===== src/rtl/mul16_seq.sv =====
// mul16_seq: sequential 16x16 unsigned multiplier reusing one 8x8 Wallace multiplier over four byte steps.
// Define MUL16_SEQ_ZERO_SKIP_EN to skip steps whose operand bytes contain a zero.
module wallace_8 #(
    parameter int APPROX_TYPE = 0
) (
    input  logic [7:0]  a_i,
    input  logic [7:0]  b_i,
    output logic [15:0] p_o
);
    // non-zero approximation types drop partial-product bits in the lowest 2*APPROX_TYPE columns
    localparam logic [15:0] COL_MASK = 16'hFFFF << (2 * APPROX_TYPE);
    logic [15:0] s, c, t, row;
    always_comb begin
        s = {8'b0, a_i & {8{b_i[0]}}} & COL_MASK;
        c = ({8'b0, a_i & {8{b_i[1]}}} << 1) & COL_MASK;
        t = '0;
        row = '0;
        for (int i = 2; i < 8; i++) begin
            row = ({8'b0, a_i & {8{b_i[i]}}} << i) & COL_MASK;
            t = s ^ c ^ row;
            c = ((s & c) | (s & row) | (c & row)) << 1;
            s = t;
        end
    end
    assign p_o = s + c;
endmodule

module mul16_seq #(
    parameter int APPROX_TYPE = 0
) (
    input  logic        i_clk,
    input  logic        i_rst,
    input  logic [15:0] i_a,
    input  logic [15:0] i_b,
    input  logic        i_valid,
    output logic        o_ready,
    output logic [31:0] o_p,
    output logic        o_valid,
    input  logic        i_ready,
    output logic        o_busy
);
    typedef enum logic [1:0] {IDLE, MUL, DONE} state_t;
    state_t      state_q, state_d;
    logic [15:0] a_q, a_d, b_q, b_d, pp;
    logic [31:0] acc_q, acc_d;
    logic [1:0]  step_q, step_d;
    logic [3:0]  run_q, run_d, run_new, later;
    logic [4:0]  sh;

    function automatic logic [1:0] first_step(input logic [3:0] m);
        return m[0] ? 2'd0 : m[1] ? 2'd1 : m[2] ? 2'd2 : 2'd3;
    endfunction

    wallace_8 #(.APPROX_TYPE(APPROX_TYPE)) u_wal (
        .a_i(step_q[1] ? a_q[15:8] : a_q[7:0]),
        .b_i(step_q[0] ? b_q[15:8] : b_q[7:0]),
        .p_o(pp)
    );

`ifdef MUL16_SEQ_ZERO_SKIP_EN
    // bit n set means step n has two non-zero operand bytes and must run
    assign run_new = {(|i_a[15:8]) & (|i_b[15:8]), (|i_a[15:8]) & (|i_b[7:0]),
                      (|i_a[7:0]) & (|i_b[15:8]), (|i_a[7:0]) & (|i_b[7:0])};
`else
    assign run_new = 4'hF;
`endif

    // steps 1 and 2 shift by 8, step 3 by 16
    assign sh    = {&step_q, ^step_q, 3'b000};
    assign later = run_q & (4'b1110 << step_q);

    always_comb begin
        state_d = state_q;
        a_d     = a_q;
        b_d     = b_q;
        acc_d   = acc_q;
        step_d  = step_q;
        run_d   = run_q;
        if (state_q == IDLE && i_valid) begin
            state_d = MUL;
            a_d     = i_a;
            b_d     = i_b;
            acc_d   = '0;
            run_d   = run_new;
            step_d  = first_step(run_new);
        end else if (state_q == MUL) begin
            acc_d = acc_q + (run_q[step_q] ? ({16'b0, pp} << sh) : 32'd0);
            if (|later) step_d = first_step(later);
            else state_d = DONE;
        end else if (state_q == DONE && i_ready) begin
            state_d = IDLE;
        end
    end

    always_ff @(posedge i_clk or posedge i_rst) begin
        if (i_rst) begin
            state_q <= IDLE;
            a_q     <= '0;
            b_q     <= '0;
            acc_q   <= '0;
            step_q  <= '0;
            run_q   <= '0;
        end else begin
            state_q <= state_d;
            a_q     <= a_d;
            b_q     <= b_d;
            acc_q   <= acc_d;
            step_q  <= step_d;
            run_q   <= run_d;
        end
    end

    assign o_ready = state_q == IDLE;
    assign o_busy  = state_q == MUL;
    assign o_valid = state_q == DONE;
    assign o_p     = acc_q;
endmodule


===== config.mk =====
export PLATFORM = sky130hd
export DESIGN_NAME = mul16_seq
export DESIGN_NICKNAME = d
export VERILOG_FILES = /design/src/rtl/mul16_seq.sv
export SDC_FILE = /design/constraint.sdc
export NUM_CORES = 1
export LEC_CHECK = 0
export CORE_UTILIZATION = 58
export DETAILED_ROUTE_END_ITERATION = 10
export PLACE_DENSITY = 0.93
export SLEW_MARGIN = 15
export SYNTH_ARGS = -nofsm -noshare
export SYNTH_HDL_FRONTEND = slang
export SYNTH_SLANG_ARGS = --single-unit
export TNS_END_PERCENT = 20

===== constraint.sdc =====
create_clock -name i_clk -period 9.96 [get_ports i_clk]
set_clock_uncertainty 0.2 [all_clocks]
set_input_delay 2.988 -clock i_clk [delete_from_list [all_inputs] [get_ports i_clk]]
set_output_delay 2.988 -clock i_clk [all_outputs]
set_load 0.02 [all_outputs]

==> results.yml <==
status:
  run_status: "completed"
grt:
  grt_start_max_net_pins: 70
  grt_pass1_vias: 5547
  globalRoute.totalOverflow: 0
  grt_antenna_before_repair: 0
  wire_length_of_the_first_global_routing_pass_um: 26100
  globalRouteTotalUtil_pct: 29.3
hold_path:
  worst_hold_path_type: "reg -> reg"
  min_path_cells: 1
clock_network:
  max-clock-path-buffers: 2
  clock_latency_ps: 370
  clock_sinks: 69
  ctsHtreeMaxLevel: 3
  cts_tree: "yes"
  post-cts-setup-buffers: 0
  cts-resized-gates: 0
  cts_buffers: 9
  cts.reportedPaths.clkPinSlew_ps: 80
  buffer_cell_driving_the_clock_tree_root: "sky130_fd_sc_hd__clkbuf_8"
  holdBufCountCts: 0
finish:
  layout_commonest_cell: "sky130_fd_sc_hd__nand2_1"
  drive_above_1_share_pct: 5.73
  finish.net_count: 942
  antenna_cells: 0
  layout-area-overhead-vs-synth_pct: 15.8
  commonest_cells_after_routing_fill_and_taps_aside: "sky130_fd_sc_hd__nand2_1 (190), sky130_fd_sc_hd__clkdlybuf4s50_1 (70), sky130_fd_sc_hd__dfrtp_1 (69)"
detailed_routing:
  vias: 5601
  detail_route.wirelength_um: 15500
  detail_route.first_pass.iterations: 8
  drt-met1-wl_um: 6480
  met3_length_um: 864
  remaining_drc_errors: 0
  topRoutingLayerUsed: "met4"
  drt-wirelength-per-cell_um: 16.3
  starting_drt_drc_count: 311
  via_per_inst: 5.86
  route.antenna.remaining_nets: 0
  met2_wirelength_um: 7710
yosys:
  post_synthesis_cell_count: 758
  yosys_register_bits: 69
  synth_nets: 885
  yosysWarningCount: 0
  synth_area_per_cell_um2: 8.38
  synth_top_area_share_pct: 27.2
  synth-main-ff-cell: "sky130_fd_sc_hd__dfrtp_1"
  yosysSeqAreaShare_pct: 27.2
  synth_cell_type_count: 59
  synth.cell_area_mm2: 0.00635
  ys_top_cells_by_area: "sky130_fd_sc_hd__dfrtp_1 (27%), sky130_fd_sc_hd__fa_1 (14%), sky130_fd_sc_hd__nand2_1 (11%)"
  synth_area_leader_cell: "sky130_fd_sc_hd__dfrtp_1"
  synth_enable_flop_cells: 0
  asyncSetResetFlopFracSynth_pct: 100
worst_setup_path:
  critPathMaxFanout: 11
  cp_data_required_time_ps: 9990
  critical_path_class: "reg -> reg"
  cp_slowest_cell: "sky130_fd_sc_hd__dfrtp_1"
  worst-endpoint-arrival_ps: 8810
  cp-start-kind: "flip-flop"
  r2r.worst_path.cells: 28
  end_kind: "flip-flop"
  timing.critical_path.mode_cell: "sky130_fd_sc_hd__fa_1"
  slowest_delay_ps: 650
timing:
  timing.final.crit_share_pct: 88.2
  hold_violations: 0
  setup_total_negative_slack_ps: 0
  finalCriticalPeriod_ps: 8780
  tightestPinTransition_ps: 848
  slew-limit-headroom_pct: 43.5
  unrepaired_setup_endpoints_after_global_routing: "no"
  maxClockFrequency_mhz: 114
  setup_viol: 0
  final-max-slew-violation-count: 0
floorplan:
  die_y_um: 107
  fp.dieArea_mm2: 0.0114
  effective_utilization_at_floorplan_pct: 60.7
  design.core.area_mm2: 0.0105
  boundaryPins: 71
  rows: 37
  die_boundary_width_um: 107
place:
  globalplace.congestion: 0.982
  post-dp-hpwl_um: 11800
  numPortBuffers: 70
flow_run:
  drv.max_cap_violation_count: 0
## logic make-up (layout without fill, tap and decap cells)
logic type	count (synthesis)	count (layout)	synth area share [%]
AOI/OAI and AO/OA	146	146	14.4
adders and majority gates	91	91	23.0
and+or+nand+nor	335	335	23.1
DFF	69	69	27.2
xor gates and xnor gates	30	30	4.14
buffers and inverters	65	127	4.39
muxes	22	22	3.76
## cell type report
type	instances	area [µm²]
timing repair buffer	74	731
multi-input combinational	624	4350
clock inverter	6	111
tap	136	170
sequential	69	1730
clock buffer	10	128
fill	805	3110
inverter	37	139
## synthesized netlist by cell type, drive strengths merged, types with 6 or more instances
master and n:
a21oi 39, and2 24, and3 7, clkbuf 22, o21bai 9, xnor2 16, nand3 29, nor3 11
nor2 48, fa 43, nor2b 8, inv 36, mux2i 7, a21o 14, o21ai 43, nand2 190
ha 48, xor2 14, dfrtp 69, nand4 6, mux2 15
## routing by layer
metal | up-vias | global-route usage, %
met1 | 2674 | 36.3
met4 | 0 | 12.4
met5 | - | 0
met3 | 46 | 4.50
met2 | 208 | 50.7
li1 | 2673 | -
## registers in the layout, indices dropped and copies added, names as in the netlist
name     flops
run_q        1
a_q         16
b_q         16
step_q       2
o_p         32
state_q      2
## worst paths after layout
| path | from | to | slack [ps] |
|---|---|---|---|
| worst max-delay path | step_q[0]$_DFFE_PP0P_ | o_p[22]$_DFFE_PP0P_ | 1180 |
| worst min-delay path | o_p[31]$_DFFE_PP0P_ | o_p[31]$_DFFE_PP0P_ | 280 |
| worst max register to register | step_q[0]$_DFFE_PP0P_ | o_p[22]$_DFFE_PP0P_ | 1180 |
| worst min register to register | o_p[31]$_DFFE_PP0P_ | o_p[31]$_DFFE_PP0P_ | 280 |
| max in group asynchronous | i_rst | b_q[5]$_DFFE_PP0P_ | 6030 |
| min in group asynchronous | i_rst | state_q[0]$_DFFE_PP0P_ | 3000 |
## critical path: cells and delay by family (launching register included)
kind,cells,cell delay [ps]
buf+inv,1,40
compound gates,7,1410
simple gates,8,1460
flops,1,650
fa+ha+maj,9,4020
xor+xnor,2,410
mux,1,460
## stage by stage
step	cell area [µm²]	hold WS, ps	setup slack [ps]	instances	utilization [%]
global placement	7120	254	1520	940	68.0
floorplan	6350	240	2140	758	-
CTS	7350	282	1300	956	70.3
finish	7350	283	1180	956	70.3
global route	7350	296	767	956	70.3
detailed placement	7120	261	1330	940	68.0
Power is left out: the tool's default activity adds up to more than one toggle a clock period on the data nets, which glitch-free logic cannot reach.
